$ cat src/rtl/input_conditioner_pkg.sv
// Shared types and default timing for the push-button input conditioner.
// Exports: state_e (press FSM states), DIR_UP/DIR_DOWN, DEF_* timing defaults.
package input_conditioner_pkg;

    typedef enum logic [1:0] {
        ST_IDLE,
        ST_PRESS,
        ST_REPEAT,
        ST_LOCKOUT
    } state_e;

    localparam logic DIR_UP   = 1'b0;
    localparam logic DIR_DOWN = 1'b1;

    localparam int DEF_DEBOUNCE_CYCLES = 4;
    localparam int DEF_REPEAT_DELAY    = 20;
    localparam int DEF_REPEAT_PERIOD   = 8;
    localparam int DEF_TMR_W           = 16;

endpackage

$ cat src/rtl/btn_debounce.sv
// Two-flop synchroniser plus counter debounce for one raw button.
// Ports: clk, reset (async high), btn_i raw level, deb_o debounced level.
module btn_debounce #(
    parameter int DEBOUNCE_CYCLES = 4,
    parameter int TMR_W           = 16
) (
    input  logic clk,
    input  logic reset,
    input  logic btn_i,
    output logic deb_o
);

    localparam logic [TMR_W-1:0] DEB_LAST = TMR_W'(DEBOUNCE_CYCLES - 1);

    logic [1:0]       sync_q;
    logic             deb_q, deb_d;
    logic [TMR_W-1:0] tmr_q, tmr_d;
    logic             s_x;

    assign s_x = sync_q[1];

    // Level only moves after DEBOUNCE_CYCLES consecutive differing
    // samples; any agreeing sample restarts the count.
    always_comb begin
        deb_d = deb_q;
        tmr_d = '0;
        if (s_x != deb_q) begin
            if (tmr_q == DEB_LAST) begin
                deb_d = s_x;
            end else begin
                tmr_d = tmr_q + TMR_W'(1);
            end
        end
    end

    always_ff @(posedge clk or posedge reset) begin
        if (reset) begin
            sync_q <= '0;
            deb_q  <= 1'b0;
            tmr_q  <= '0;
        end else begin
            sync_q <= {sync_q[0], btn_i};
            deb_q  <= deb_d;
            tmr_q  <= tmr_d;
        end
    end

    assign deb_o = deb_q;

endmodule

$ cat src/rtl/input_conditioner.sv
// Up/down buttons to counter inc pulses + direction, with auto-repeat.
// Ports: clk, reset, btn_up, btn_down, rep_en in; inc, up_down_sel, busy out.
module input_conditioner
    import input_conditioner_pkg::*;
#(
    parameter int DEBOUNCE_CYCLES = DEF_DEBOUNCE_CYCLES,
    parameter int REPEAT_DELAY    = DEF_REPEAT_DELAY,
    parameter int REPEAT_PERIOD   = DEF_REPEAT_PERIOD,
    parameter int TMR_W           = DEF_TMR_W
) (
    input  logic clk,
    input  logic reset,
    input  logic btn_up,
    input  logic btn_down,
    input  logic rep_en,
    output logic inc,
    output logic up_down_sel,
    output logic busy
);

    localparam logic [TMR_W-1:0] DLY_LAST = TMR_W'(REPEAT_DELAY - 1);
    localparam logic [TMR_W-1:0] PER_LAST = TMR_W'(REPEAT_PERIOD - 1);

    logic             deb_up, deb_down;
    state_e           state_q;
    logic [TMR_W-1:0] tmr_q;
    logic             dir_q;
    logic             inc_q;
    logic             act, oth;

    btn_debounce #(
        .DEBOUNCE_CYCLES (DEBOUNCE_CYCLES),
        .TMR_W           (TMR_W)
    ) u_deb_up (
        .clk   (clk),
        .reset (reset),
        .btn_i (btn_up),
        .deb_o (deb_up)
    );

    btn_debounce #(
        .DEBOUNCE_CYCLES (DEBOUNCE_CYCLES),
        .TMR_W           (TMR_W)
    ) u_deb_down (
        .clk   (clk),
        .reset (reset),
        .btn_i (btn_down),
        .deb_o (deb_down)
    );

    // dir_q is only written together with a pulse, so it also names
    // the button that owns the current press.
    assign act = (dir_q == DIR_DOWN) ? deb_down : deb_up;
    assign oth = (dir_q == DIR_DOWN) ? deb_up : deb_down;

    always_ff @(posedge clk or posedge reset) begin
        if (reset) begin
            state_q <= ST_IDLE;
            tmr_q   <= '0;
            dir_q   <= DIR_UP;
            inc_q   <= 1'b0;
        end else begin
            inc_q <= 1'b0;
            unique case (state_q)
                ST_IDLE: begin
                    tmr_q <= '0;
                    if (deb_up && deb_down) begin
                        state_q <= ST_LOCKOUT;
                    end else if (deb_up) begin
                        state_q <= ST_PRESS;
                        dir_q   <= DIR_UP;
                        inc_q   <= 1'b1;
                    end else if (deb_down) begin
                        state_q <= ST_PRESS;
                        dir_q   <= DIR_DOWN;
                        inc_q   <= 1'b1;
                    end
                end
                ST_PRESS: begin
                    if (!act) begin
                        state_q <= ST_IDLE;
                    end else if (oth) begin
                        state_q <= ST_LOCKOUT;
                    end else if (tmr_q == DLY_LAST) begin
                        // Saturated here; fires as soon as repeat is enabled.
                        if (rep_en) begin
                            state_q <= ST_REPEAT;
                            inc_q   <= 1'b1;
                            tmr_q   <= '0;
                        end
                    end else begin
                        tmr_q <= tmr_q + TMR_W'(1);
                    end
                end
                ST_REPEAT: begin
                    if (!act) begin
                        state_q <= ST_IDLE;
                    end else if (oth) begin
                        state_q <= ST_LOCKOUT;
                    end else if (!rep_en) begin
                        tmr_q <= '0;
                    end else if (tmr_q == PER_LAST) begin
                        inc_q <= 1'b1;
                        tmr_q <= '0;
                    end else begin
                        tmr_q <= tmr_q + TMR_W'(1);
                    end
                end
                ST_LOCKOUT: begin
                    tmr_q <= '0;
                    if (!deb_up && !deb_down) begin
                        state_q <= ST_IDLE;
                    end
                end
                default: begin
                    state_q <= ST_IDLE;
                    tmr_q   <= '0;
                end
            endcase
        end
    end

    assign inc         = inc_q;
    assign up_down_sel = dir_q;
    assign busy        = (state_q != ST_IDLE);

endmodule

$ cat config.mk
export PLATFORM = sky130hd
export DESIGN_NAME = input_conditioner
export DESIGN_NICKNAME = d
export VERILOG_FILES = /design/src/rtl/input_conditioner_pkg.sv /design/src/rtl/btn_debounce.sv /design/src/rtl/input_conditioner.sv
export SDC_FILE = /design/constraint.sdc
export NUM_CORES = 1
export LEC_CHECK = 0
export CORE_UTILIZATION = 55
export CTS_CLUSTER_DIAMETER = 150
export DETAILED_ROUTE_END_ITERATION = 16
export PLACE_DENSITY = 0.8
export SYNTH_ARGS = -nofsm -noshare
export SYNTH_HDL_FRONTEND = slang
export SYNTH_HIERARCHICAL = 1
export SYNTH_SLANG_ARGS = --single-unit
export TNS_END_PERCENT = 10
$ cat constraint.sdc
create_clock -name clk -period 1.9 [get_ports clk]
set_clock_uncertainty 0.2 [all_clocks]
set_input_delay 0.38 -clock clk [delete_from_list [all_inputs] [get_ports clk]]
set_output_delay 0.38 -clock clk [all_outputs]
set_load 0.05 [all_outputs]
; Word level (Yosys, flattened, before mapping)
; Cells that the tools add are included.
[classes]
addsub = 3
n_eq_ne = 19
mux = 40
bitwise_logic = 1
n_reduce_logical = 13
[op_table]
columns = op, n
row1 = 16-bit 2-to-1 mux, 12
row2 = 16-bit by 1-bit adder with 16-bit output (second input constant), 3
row3 = 16-bit case mux with 3 select lines, 1
row4 = 16-bit by 2-bit == test with 1-bit output (second input constant), 2
row5 = 2-bit 2-to-1 mux, 10
row6 = 16-bit by 3-bit == test with 1-bit output (second input constant), 1
row7 = 16-bit by 5-bit == test with 1-bit output (second input constant), 1
row8 = 1-bit 2-to-1 mux, 15
row9 = 2-bit != test (second input constant), 5
row10 = 5-bit AND reduction, 2
row11 = 4-bit != test (second input constant), 2
row12 = 2-bit case mux with 4 select lines, 1
row13 = 3-bit != test (second input constant), 2
row14 = 2-bit == test (second input constant), 2
row15 = 4-bit by 2-bit != test with 1-bit output (second input constant), 1
row16 = 2-bit AND reduction, 2
row17 = 2-bit nonzero test, 2
row18 = 1-bit case mux with 3 select lines, 1
row19 = 3-bit AND reduction, 1
row20 = 2-bit by 1-bit == test with 1-bit output (second input constant), 1
row21 = 1-bit logical AND, 2
row22 = 1-bit logical NOT, 2
row23 = 2-bit logical NOT, 1
row24 = 1-bit != test, 2
row25 = other kinds (2), 2
[totals]
regBits = 58
in_bits = 5
wordCells = 86

; Longest topological paths before layout
; Gate-level depths: netlist (run 1).
[logic_depth]
ltp_word = 6
depth_mapped = 9
ltp_nobuf = 7

; Cells and area by module
; The synthesis (run 1) kept the hierarchy.
[by_module_without_submodules]
columns = module, instances, cells_per_inst, area_each_um2, seq_area_each_um2
row1 = btn_debounce, 2, 85, 909.6, 475.5
row2 = input_conditioner, 1, 161, 1490.2, 500.5

; Worst setup path after synthesis (run 1)
; Ideal clock, no wire load.
[synth_timing]
path_kind = reg-to-reg
start = register dir_q, in the netlist up_down_sel
end = register tmr_q[9] (netlist name)
t_arrival_ns = 1.878
t_required_ns = 1.579
path_slack_ns = -0.299
stages_incl_launch_ff = 6
period_less_slack_ns = 2.199
cell_sequence = dfrtp_1 > nor3b_1 > nor2_1 > a221o_2 > a21o_2 > a22o_1
[synth_lines]
columns = item, line
row1 = from (decl), input_conditioner.sv:27  ; logic dir_q;
row2 = from (signal assigned), input_conditioner.sv:60  ; dir_q <= DIR_UP;
row3 = from (signal assigned), input_conditioner.sv:71  ; dir_q <= DIR_UP;
row4 = from (signal assigned), input_conditioner.sv:75  ; dir_q <= DIR_DOWN;

==> summary.txt, run 1 <==
pin count of the biggest net entering global routing: 21
Critical Path Most Common Cell: buf_6
Root Driver: clkbuf_8
core area: 5640 um2
Setup crit start kind: flop
max-slew violations: 0
worst slew pin tran: 0.478 ns
first-pass GRT wire length: 13,000 um
Crit-path slowest cell: dfrtp_1
ranking of synthesized cells by area: dfrtp_1, xnor2_1, ha_1
Final Cell Area: 4310 um2
initial antenna violation count: 0
Reg clk slew, reported paths: 0.08 ns
gr ovfl total: 0
CTS tree: built
die width: 79.6 um
Worst Hold Class: input port to async pin
relative slew slack: 0.679
most frequent cells in the layout: dfrtp_1, buf_4, nor2_1, nand2_1, xnor2_1
Starting Density: 0.587
ANT cells: 0
FMAX: 449 MHz
Synth async-reset ratio: 1.00
final-stage net count: 417
DR WL/cell: 18.0 um
Place WS: -0.289 ns
DRC Markers: 0
outcome: finished with violations
Max H-tree Level: 3
DIE HEIGHT: 79.6 um
DIE AREA: 6330 um2
share of the synthesized area in the top cell type: 0.439
number of max-capacitance violations reported: 0
reg2reg end: tmr_q[14]
CP Cell Sequence: ha_2, buf_6, and3b_1, nand4_1, o2bb2ai_4, buf_12, nand2_2, buf_6, o31ai_1
Crit path required time: 1.93 ns
min Tclk post-route: 2.23 ns
drt first pass iters: 5
worst-skew pair later-pin latency: 0.35 ns
Hold Worst Slack: 0.166 ns
Post-Synthesis Cells: 331
synthesis-to-finish area growth: 30.3%
crit share post-route: 1.17
Final Setup Violations: 20
peak supply drop: 1.19 mV
# clock sinks: 58
synthesized cell area: 3310 um2
most common cell after layout, fill and taps aside: dfrtp_1
Ys Warns: 6
WP buf/inv: 3
CP Capture Type: flop
GPL Wtd Cong: 0.819
Mean Syn Cell Area: 10.0 um2
Synth area leader: dfrtp_1
drt total wl: 8590 um
# port buffers: 7
Pwr Total: 5.49 mW
RSZ-0062 raised after global routing: true
Fin. Hold Viols: 0
Post-DP HPWL: 5170 um
# IOs: 8
CTS Buffer Depth: 2
R2R Path Start: tmr_q[0]
final setup margin: -0.330 ns
post-synthesis sequential area ratio: 0.439
kind of cell adding the most delay to the critical path: compound AO/OA/AOI/OAI gates
1st-iter DRT viols: 159
crit-path max FO: 8
total number of vias: 2,857
Worst R2R Setup Slack: -0.33 ns
CP arrival: 2.25 ns
final setup TNS: -3.95 ns
Distinct cells, synth: 58
all-layer global routing usage: 0.272
Num CTS Buffers: 9
placed cell areas: 3840 um2
vias in the first global route: 2,806
share of cells above drive strength 1: 0.340
#FFs+latches synth: 58
Post-synth EDFFs: 0
violated checks: setup timing
DR vias/cell: 5.98
leakage: 1.88 nW
crit path kind: flop to flop
Crit path largest cell delay: 0.40 ns
pwr/cell area: 1270 nW/um2
Antenna Violating Nets Remaining: 0
FP Rows: 27
FF-to-FF path depth: 9
total nets after synthesis: 347
filler cell count: 322
Top FF cell, synth: dfrtp_1
## kinds of logic (layout without fill, tap and decap cells)
kind of cell,after synthesis,in the layout,share of synthesized area
buf+inv,26,101,0.0442
fa+ha+maj,11,11,0.0416
xor+xnor,30,30,0.0794
mux,5,5,0.0163
simple gates,159,159,0.280
flops,58,58,0.439
compound gates,42,42,0.100
## per-stage QoR
step,util,std cells
3_5_place_dp,0.680,452
3_3_place_gp,0.680,452
2_1_floorplan,-,331
4_1_cts,0.739,473
5_1_grt,0.764,478
6_report,0.764,478
## Yosys cell counts, types with 3 or more instances
master and n:
nand2_1 26, inv_1 14, nor2_2 8, buf_2 4, a22oi_2 6, nor2_1 31, ha_1 11, dfrtp_1 58
nor3_1 10, xnor2_1 22, nor4b_1 3, nor4_1 15, a31oi_1 7, nand4_1 10, xor2_1 8, o31ai_1 4
nand3_1 21, buf_6 5, o21ai_0 8, and3_1 6
## metal layers
metal / track usage / wire length [um]
met5: 0 / 0
met3: 0.0869 / 362
met4: 0.0836 / 166
met1: 0.319 / 3530
met2: 0.471 / 4530
## how the worst max path moves through the flow
stage	cells after the start	start	end	slack [ns]
5_1_grt	7	tmr_q[0]	tmr_q[5]	-0.38
4_1_cts	7	tmr_q[0]	tmr_q[5]	-0.20
2_1_floorplan	6	tmr_q[1]	tmr_q[9]	-0.14
3_3_place_gp	7	rep_en	tmr_q[7]	-0.21
3_5_place_dp	7	rep_en	tmr_q[7]	-0.29
6_report	9	tmr_q[0]	tmr_q[14]	-0.33
## registers in the layout, summed over array words and instances (netlist names)
register	count
tmr_q	16
u_deb_down/tmr_q	16
u_deb_up/tmr_q	16
state_q	2
u_deb_down/sync_q	2
u_deb_up/sync_q	2
inc	1
u_deb_down/deb_o	1
u_deb_up/deb_o	1
up_down_sel	1
## final cells by class
class	instances	area, um2	share of cell area
multi-input cells	247	1850	0.428
flip-flops and latches	58	1450	0.337
repair buffers	71	641	0.149
clock buffers	9	124	0.0287
clock inverters	7	103	0.0238
well taps	72	90.1	0.0209
inverters	14	56.3	0.0131
## what timing repair did
action                                  4_1_cts  5_1_grt
endpoints found under the setup margin       35       36
gates cloned                                  0        1
setup buffers                                 6        4
hold buffers                                  0        0
resized for setup                            16       18
pin swaps                                     7       10
## power breakdown
group | switching (mW) | total [mW] | internal, mW
combinational | 1.36 | 2.64 | 1.28
clock | 0.572 | 1.32 | 0.749
sequential | 0.154 | 1.53 | 1.37
total | 2.09 | 5.49 | 3.41
Note: power is estimated with default switching activity, not from simulation.
==> run 2: changes to the inputs <==
Settings changed: CAP_MARGIN set to 15.
==> results of run 2 <==
Same layout as run 1: the final DEF is identical, and so are final timing and power.
==> run 3: changes to the inputs <==
Settings changed: CORE_MARGIN set to 2, CORE_UTILIZATION 55 to 62, PLACE_DENSITY 0.8 to 0.85.
Clock period 1.9 ns to 2.28 ns, I/O delays scaled along.
==> run 3 against run 2 <==
Effect of this change: the run now ends clean; worst setup slack gained 0.41 ns; worst hold slack got worse by 0.018 ns; design area down 11%; flip-flop and latch count did not move; critical endpoint is now tmr_q[9]; largest power group unchanged.
==> summary.txt, run 3 (synthesis gave the netlist of run 1 again) <==
# port buffers: 7 (unchanged)
# clock sinks: 58 (unchanged)
all-layer global routing usage: 0.252 (-0.0199)
kind of cell adding the most delay to the critical path: compound AO/OA/AOI/OAI gates
CTS tree: built
sequential cell area: 1450 um2 (about the same)
total number of vias: 2,635 (-7.8%)
Setup crit start kind: flop
Crit path largest cell delay: 0.43 ns (+0.03 ns)
number of max-capacitance violations reported: 0 (unchanged)
Reg clk slew, reported paths: 0.06 ns (-0.02 ns)
CP arrival: 2.27 ns (+0.02 ns)
Antenna Violating Nets Remaining: 0 (unchanged)
worst-skew pair later-pin latency: 0.33 ns (-0.02 ns)
FP Rows: 26 (-3.7%)
synthesis-to-finish area growth: 15.8%
CTS Buffer Depth: 2 (unchanged)
vias in the first global route: 2,671 (-4.8%)
Max H-tree Level: 3 (unchanged)
FF-to-FF path depth: 7 (-2)
relative slew slack: 0.659 (-0.0198)
max-slew violations: 0 (unchanged)
filler cell count: 362 (+12%)
Hold Worst Slack: 0.148 ns (-0.0185 ns)
RSZ-0062 raised after global routing: true
most frequent cells in the layout: dfrtp_1, nor2_1, buf_4, nand2_1, xnor2_1
crit share post-route: 0.963 (-0.210)
drt total wl: 6950 um (-19%)
Core Util, Final: 0.746 (-0.0184)
peak supply drop: 0.881 mV (-26%)
Fin. Hold Viols: 0 (unchanged)
DRC Markers: 0 (unchanged)
Final Cell Area: 3830 um2 (-11%)
Critical Path Stages: 7 (-2)
Final Setup Violations: 0 (-100%)
Pwr Total: 3.67 mW (-33%)
outcome: finished clean
CP Capture Type: flop
Worst Hold Class: input port to async pin
# IOs: 8 (unchanged)
1st-iter DRT viols: 164 (+3.1%)
most common cell after layout, fill and taps aside: dfrtp_1
crit-path max FO: 7 (-1)
DR vias/cell: 6.02 (+0.65%)
placed cell areas: 3590 um2 (-6.5%)
initial antenna violation count: 0 (unchanged)
worst slew pin tran: 0.511 ns (+0.0333 ns)
largest registers: tmr_q x16, u_deb_down/tmr_q x16, u_deb_up/tmr_q x16
final-stage net count: 380 (-8.9%)
FMAX: 455 MHz (+1.5%)
DIE HEIGHT: 77.1 um (-3.2%)
share of cells above drive strength 1: 0.223 (-0.117)
crit path kind: flop to flop
drt first pass iters: 4 (-1)
Multi-input gate area: 1750 um2 (-5.0%)
WP buf/inv: 1 (-2)
leakage: 1.66 nW (-12%)
Num CTS Buffers: 9 (unchanged)
core area: 5140 um2 (-8.9%)
DR WL/cell: 15.9 um (-12%)
pwr/cell area: 956 nW/um2 (-25%)
Crit path required time: 2.35 ns (+0.42 ns)
Starting Density: 0.644 (+0.0573)
die width: 77.1 um (-3.2%)
min Tclk post-route: 2.20 ns (-0.0335 ns)
pin count of the biggest net entering global routing: 21 (unchanged)
GPL Wtd Cong: 0.855 (+4.3%)
gr ovfl total: 0 (unchanged)
Root Driver: clkbuf_8
Crit-path slowest cell: a221o_2
first-pass GRT wire length: 11,900 um (-8.3%)
CP Cell Sequence: ha_2, and3b_1, and4_4, a221o_2, buf_4, nor3_1, a22o_1
ANT cells: 0 (unchanged)
Post-DP HPWL: 4670 um (-9.7%)
DIE AREA: 5940 um2 (-6.2%)
Setup Buffers After CTS: 0 (-6)
==> run 3: timing repair <==
| item | 4_1_cts | 5_1_grt |
|---|---|---|
| hold buffers | 0 | 0 |
| endpoints found under the setup margin | 8 | 10 |
| pin swaps | 0 | 0 |
| resized for setup | 3 | 7 |
==> run 3: final cells by class <==
type / instances / area share
repair buffers: 34 / 0.0744
flip-flops and latches: 58 / 0.379
clock buffers: 13 / 0.0441
well taps: 70 / 0.0228
multi-input cells: 247 / 0.457
inverters: 14 / 0.0137
clock inverters: 2 / 0.00914
==> run 3: per-stage QoR <==
step / setup TNS, ns / instances / setup slack, ns
after global routing: -0.00722 / 438 / -0.00722
after floorplan: 0 / 331 / 0.0815
after CTS: -0.00505 / 438 / -0.00505
final: 0 / 438 / 0.0840
after global placement: -0.0675 / 423 / -0.0322
after detailed placement: -0.730 / 423 / -0.152
==> run 3: routing by layer <==
layer	track usage	vias up	part of all wire
li1	-	1251	-
met1	0.319	1261	0.43
met2	0.398	102	0.49
met3	0.0541	21	0.053
met4	0.152	0	0.028
met5	0	-	0
==> run 3: final timing paths <==
kind	startpoint	to	slack, ns
min reg2reg	u_deb_up/sync_q[0]	u_deb_up/sync_q[1]	0.15
max in group asynchronous	reset	state_q[1]	1.31
min in group clk	u_deb_up/sync_q[0]	u_deb_up/sync_q[1]	0.15
max	tmr_q[1]	tmr_q[9]	0.08
max reg2reg	tmr_q[1]	tmr_q[9]	0.08
min	reset	u_deb_down/deb_o	0.15
==> run 3: where the power goes <==
group | total (mW) | leakage [nW] | internal (mW) | switching (mW)
Clock | 0.981 | 0.106 | 0.587 | 0.394
Combinational | 1.42 | 0.767 | 0.568 | 0.850
Sequential | 1.27 | 0.784 | 1.14 | 0.123
Total | 3.67 | 1.66 | 2.30 | 1.37
